### config.mk
export PLATFORM = sky130hd
export DESIGN_NAME = reflet_timer_mc
export DESIGN_NICKNAME = d
export VERILOG_FILES = /design/src/rtl/reflet_timer_mc.sv
export SDC_FILE = /design/constraint.sdc
export NUM_CORES = 1
export LEC_CHECK = 0
export CAP_MARGIN = 0
export CORE_ASPECT_RATIO = 1.2
export CORE_MARGIN = 3
export CORE_UTILIZATION = 40
export DETAILED_ROUTE_END_ITERATION = 7
export GPL_TIMING_DRIVEN = 0
export HOLD_SLACK_MARGIN = 0.15
export SYNTH_ARGS = -nofsm -noshare
export SYNTH_HDL_FRONTEND = slang
export SYNTH_SLANG_ARGS = --single-unit
### constraint.sdc
create_clock -name clk -period 3.8 [get_ports clk]
set_input_delay 0.38 -clock clk [delete_from_list [all_inputs] [get_ports clk]]
set_output_delay 0.38 -clock clk [all_outputs]
set_load 0.05 [all_outputs]
### src/rtl/reflet_timer_mc.sv
// rtl/reflet_timer_mc.sv - multi-channel prescaled down-counting timer with bus registers; one-shot mode via REFLET_TIMER_ONESHOT_EN
module reflet_timer_mc #(
    parameter int                        wordsize       = 16,
    parameter int                        base_addr_size = 16,
    parameter logic [base_addr_size-1:0] base_addr      = 16'hFF10,
    parameter int                        channels       = 2
) (
    input  logic                      clk,
    input  logic                      reset,
    input  logic                      enable,
    input  logic [base_addr_size-1:0] addr,
    input  logic                      write_en,
    input  logic [wordsize-1:0]       data_in,
    output logic [wordsize-1:0]       data_out,
    output logic                      interrupt
);
    // One extra bit so the window end cannot wrap at the top of the address space
    localparam int AW = base_addr_size + 1;
    localparam logic [AW-1:0] base_x  = {1'b0, base_addr};
    localparam logic [AW-1:0] limit_x = base_x + AW'(4 * channels);

    logic [AW-1:0]       addr_x;
    logic                hit;
    logic [3:0]          offset;
    logic [1:0]          reg_sel;
    logic [channels-1:0] ch_sel;

    logic [channels-1:0] run;
    logic [channels-1:0] oneshot;
    logic [channels-1:0] irq_en;
    logic [channels-1:0] irq_flag;
    logic [wordsize-1:0] pre_q    [channels];
    logic [wordsize-1:0] reload_q [channels];
    logic [wordsize-1:0] count_q  [channels];
    logic [wordsize-1:0] psc_q    [channels];

    logic [channels-1:0] tick;
    logic [channels-1:0] expire;
    logic [channels-1:0] wr_ctrl;
    logic [channels-1:0] wr_pre;
    logic [channels-1:0] wr_reload;

    assign addr_x  = {1'b0, addr};
    assign hit     = enable && (addr_x >= base_x) && (addr_x < limit_x);
    assign offset  = 4'(addr - base_addr);
    assign reg_sel = offset[1:0];

`ifndef REFLET_TIMER_ONESHOT_EN
    // Without the one-shot option every channel is periodic
    assign oneshot = '0;
`endif

    // Channel select, write strobes and per-channel tick/expiry conditions
    always_comb begin
        ch_sel    = '0;
        tick      = '0;
        expire    = '0;
        wr_ctrl   = '0;
        wr_pre    = '0;
        wr_reload = '0;
        for (int i = 0; i < channels; i++) begin
            ch_sel[i]    = hit && (offset[3:2] == 2'(i));
            tick[i]      = run[i] && (psc_q[i] == pre_q[i]);
            expire[i]    = tick[i] && (count_q[i] == '0);
            wr_ctrl[i]   = ch_sel[i] && write_en && (reg_sel == 2'd0);
            wr_pre[i]    = ch_sel[i] && write_en && (reg_sel == 2'd1);
            wr_reload[i] = ch_sel[i] && write_en && (reg_sel == 2'd2);
        end
    end

    // Counting, register writes and flag handling; later assignments take priority
    always_ff @(posedge clk) begin
        if (reset) begin
            run      <= '0;
            irq_en   <= '0;
            irq_flag <= '0;
`ifdef REFLET_TIMER_ONESHOT_EN
            oneshot  <= '0;
`endif
            for (int i = 0; i < channels; i++) begin
                pre_q[i]    <= '0;
                reload_q[i] <= '0;
                count_q[i]  <= '0;
                psc_q[i]    <= '0;
            end
        end else begin
            for (int i = 0; i < channels; i++) begin
                if (run[i]) begin
                    psc_q[i] <= tick[i] ? '0 : psc_q[i] + 1'b1;
                    if (tick[i]) begin
                        if (!expire[i])
                            count_q[i] <= count_q[i] - 1'b1;
                        else if (oneshot[i])
                            run[i] <= 1'b0;
                        else
                            count_q[i] <= reload_q[i];
                    end
                end
                if (wr_ctrl[i]) begin
                    run[i]    <= data_in[0];
                    irq_en[i] <= data_in[2];
`ifdef REFLET_TIMER_ONESHOT_EN
                    oneshot[i] <= data_in[1];
`endif
                    // Start from a stopped state: reload the count, restart the prescaler
                    if (data_in[0] && !run[i]) begin
                        count_q[i] <= reload_q[i];
                        psc_q[i]   <= '0;
                    end
                    if (data_in[3])
                        irq_flag[i] <= 1'b0;
                end
                if (wr_pre[i]) begin
                    pre_q[i] <= data_in;
                    psc_q[i] <= '0;
                end
                if (wr_reload[i])
                    reload_q[i] <= data_in;
                // Hardware set wins over a same-cycle write-1 clear
                if (expire[i])
                    irq_flag[i] <= 1'b1;
            end
        end
    end

    // Combinational read mux; quiet during writes, misses and reset
    always_comb begin
        data_out = '0;
        for (int i = 0; i < channels; i++) begin
            if (ch_sel[i] && !write_en && !reset) begin
                case (reg_sel)
                    2'd0:    data_out = wordsize'({irq_flag[i], irq_en[i], oneshot[i], run[i]});
                    2'd1:    data_out = pre_q[i];
                    2'd2:    data_out = reload_q[i];
                    default: data_out = count_q[i];
                endcase
            end
        end
    end

    assign interrupt = !reset && |(irq_flag & irq_en);

endmodule

==> results.py <==
metrics = {
    "status": {
        "status": "completed",
    },
    "clock_network": {
        "cts_buffers": 17,
        "ctsRootBufferMaster": "clkbuf_16",
        "cts_max_level": 4,
        "clkLatencyLatePin_ns": 0.42,
        "cts_sinks": 134,
        "clockBufferDepth": 2,
        "cts_tree": "yes",
        "clkTransAtPathRegs_ns": 0.05,
    },
    "global_routing": {
        "grt_pass1_vias": 5839,
        "track_usage_pct": 22.34,
        "overflow": 0,
        "antenna_found_initial": 0,
        "grt_pass1_wl_um": 33700,
        "grt_max_degree": 23,
    },
    "routing": {
        "drc": 0,
        "vias": 5853,
        "ant_nets": 0,
        "firstDrtPassIters": 5,
        "drt-wirelength-per-cell_um": 22.33,
        "wl_um": 22040,
        "drt-initial-drc-count": 497,
        "via_per_inst": 5.930,
    },
    "setup_path": {
        "crit_top_cell": "clkdlybuf4s50_1",
        "arrival_ns": 3.35,
        "critPathLaunchType": "input port",
        "cp_cell_sequence": "clkdlybuf4s50_1 -> or4b_4 -> nor4_2 -> nand2_1 -> nor3_1 -> clkdlybuf4s50_1",
        "cp.required_ns": 3.42,
        "cpMaxStageDelayCell": "clkdlybuf4s50_1",
        "crit_path_max_fanout": 7,
        "crit-reg2reg-launch": "count_q[1][9]",
        "reg2reg_to": "count_q[0][7]",
        "crit_buf_inv": 2,
        "critPathKind": "in -> out",
        "critPathTopFamily": "simple AND/OR/NAND/NOR gates",
        "reg2reg_slack_ns": 0.83,
        "cp_slowest_stage_delay_ns": 0.88,
        "worstRegToRegCells": 7,
        "worst_setup_path_end_kind": "output port",
    },
    "synth": {
        "synth_seq_cells": 134,
        "synth_cell_type_count": 55,
        "synth_area_leaders": "edfxtp_1 (45%), xnor2_1 (6.2%), dfxtp_1 (6.0%), nand2_1 (4.1%), mux2_2 (4.0%)",
        "synthFlopType": "edfxtp_1",
        "synth_top_area_share_pct": 45.46,
        "seq_area_frac_synth_pct": 51.41,
        "synth_top_area_cell": "edfxtp_1",
        "syn-cell-area_um2": 7398,
        "synth.avg_cell_area_um2": 10.83,
        "syn-instance-count": 683,
        "yosysWarnings": 0,
        "synthArstFlopShare_pct": 0,
        "syn_nets": 724,
        "synth_edf_count": 112,
    },
    "floorplan": {
        "die_h_um": 155.0,
        "rows": 53,
        "initial_core_util_pct": 41.47,
        "core_area_um2": 17840,
        "chipWidth_um": 130.2,
        "io_pins": 53,
        "die_area_um2": 20170,
    },
    "timing": {
        "period_share_pct": 98.13,
        "clock_skew_ns": 0.007271,
        "fmax_ghz": 0.2682,
        "tightest_slew_ns": 1.024,
        "rsz0062_at_grt": "no",
        "tns_ns": 0,
        "finalSetupViolCount": 0,
        "slew_violations": 0,
        "slew_headroom_pct": 30.76,
        "hold_viol_final": 0,
        "period_needed_ns": 3.729,
    },
    "cells_and_area": {
        "final_nets": 795,
        "utilization_pct": 49.47,
        "drive_gt1_share_pct": 11.21,
        "antenna_cells": 0,
        "final_cell_mix": "edfxtp_1 (112), nand2_1 (80), nor2_1 (56), xnor2_1 (52), clkdlybuf4s50_1 (39)",
        "fin_cells": 987,
        "final_common_cell": "edfxtp_1",
        "design_area_um2": 8825,
        "area_delta_synth_final_pct": 19.28,
    },
    "flow_run": {
        "maxCapViolations": 0,
    },
    "placement": {
        "routabilityCongestion": 0.9330,
        "io_buffer_count": 50,
        "dp.cells": 955,
        "dp_hpwl_um": 17010,
        "dpl_cell_area_um2": 8212,
    },
    "min_path": {
        "hp-class": "reg -> reg",
        "hp-start": "irq_flag[1]",
        "hold_end": "irq_flag[1]",
        "holdPathStages": 2,
    },
    "power_and_ir_drop": {
        "pwr_density_cell_nw_per_um2": 413.8,
        "switching_power_uw": 810.8,
        "swShare_pct": 22.20,
        "p_leak_nw": 2.909,
        "intPower_mw": 2.841,
        "irDropWorstVdd_mv": 0.2385,
        "p_clk_share_pct": 46.6,
        "p_total_mw": 3.652,
        "p_seq_share_pct": 46.6,
        "pwr-share-comb_pct": 6.7,
    },
}
==> tightest hold or removal path, cell delays in order, from the launching register on <==
cell     delay (ns)
dfxtp_1        0.33
nand2_1        0.06
a21oi_1        0.06
==> area by class of cell <==
cell class | count | area, um^2
sequential | 134 | 3804
clock buffer | 17 | 425.4
multi-input combinational | 499 | 3402
timing repair buffer | 52 | 520.5
inverter | 17 | 67.56
fill | 1569 | 9014
clock inverter | 15 | 186.4
tap | 220 | 275.3
buffer | 33 | 143.9
==> cells in the mapped netlist, types with 2 or more instances <==
master,count
nor2_1,56
o2bb2a_1,2
clkbuf_1,26
buf_4,2
a31oi_1,3
o211ai_1,4
a221oi_1,26
nand2b_1,2
nand4b_1,3
a221o_1,3
nor3b_1,4
a31o_2,2
or4_4,2
a21o_1,2
and3_1,5
mux2i_1,4
nand2_1,80
or3_1,3
xnor2_1,52
mux2_2,26
nand3_1,23
edfxtp_1,112
a21oi_1,4
and2_1,34
o31ai_1,28
xor2_1,26
nor2b_1,3
or4_1,4
ha_1,5
inv_1,17
or2_2,4
buf_2,3
and4_1,4
nor3_1,24
o21ai_0,14
dfxtp_1,22
nor4_1,13
nand3b_1,5
mux4_2,6
nand4_1,10
==> cells by family (layout without fill, tap and decap cells) <==
family | Yosys count | in the layout | synth area share (%)
fa+ha+maj | 5 | 5 | 0.8456
flops | 134 | 134 | 51.41
mux | 36 | 36 | 6.325
simple gates | 283 | 283 | 19.31
buf+inv | 50 | 134 | 2.790
xor+xnor | 78 | 78 | 9.234
compound gates | 97 | 97 | 10.08
==> worst max path at each step <==
stage	startpoint	end	slack, ns	depth (start not counted)
after global routing	addr[7]	data_out[1]	0.007	6
after floorplan	addr[7]	data_out[10]	0.56	5
after CTS	addr[7]	data_out[1]	0.06	6
after global placement	addr[7]	reload_q[0][25]	-0.90	5
final	addr[7]	data_out[5]	0.07	6
after detailed placement	addr[7]	psc_q[1][15]	-0.44	8
==> power by group through the flow <==
stage	clock, mW	combinational [mW]	sequential (mW)
4_1_cts	1.72	0.244	1.70
6_report	1.70	0.246	1.70
2_1_floorplan	0	0.148	1.70
3_3_place_gp	0	0.234	1.73
3_5_place_dp	0	0.242	1.73
5_1_grt	1.78	0.264	1.71
==> per-layer routing <==
metal,track usage (%),part of all wire (%)
met1,28.99,40
met2,36.80,49
met3,3.984,7.1
met4,9.059,3.7
met5,0,0
==> what timing repair did <==
item,4_1_cts,5_1_grt
hold buffers,0,0
gates resized for setup,13,1
endpoints found under the setup margin,17,1
setup buffers,0,0
==> sequential cells by signal, indices dropped and copies added, names as in the netlist <==
name      count
count_q      32
pre_q        32
psc_q        32
reload_q     32
irq_en        2
irq_flag      2
run           2
==> through the flow <==
stage / hold WS (ns) / worst slack (ns)
2_1_floorplan: 0.4423 / 0.5608
3_3_place_gp: 0.4734 / -0.8958
3_5_place_dp: 0.4930 / -0.4352
4_1_cts: 0.4996 / 0.05888
5_1_grt: 0.5293 / 0.007010
6_report: 0.5012 / 0.07110
Note: power is estimated with default switching activity, not from simulation.
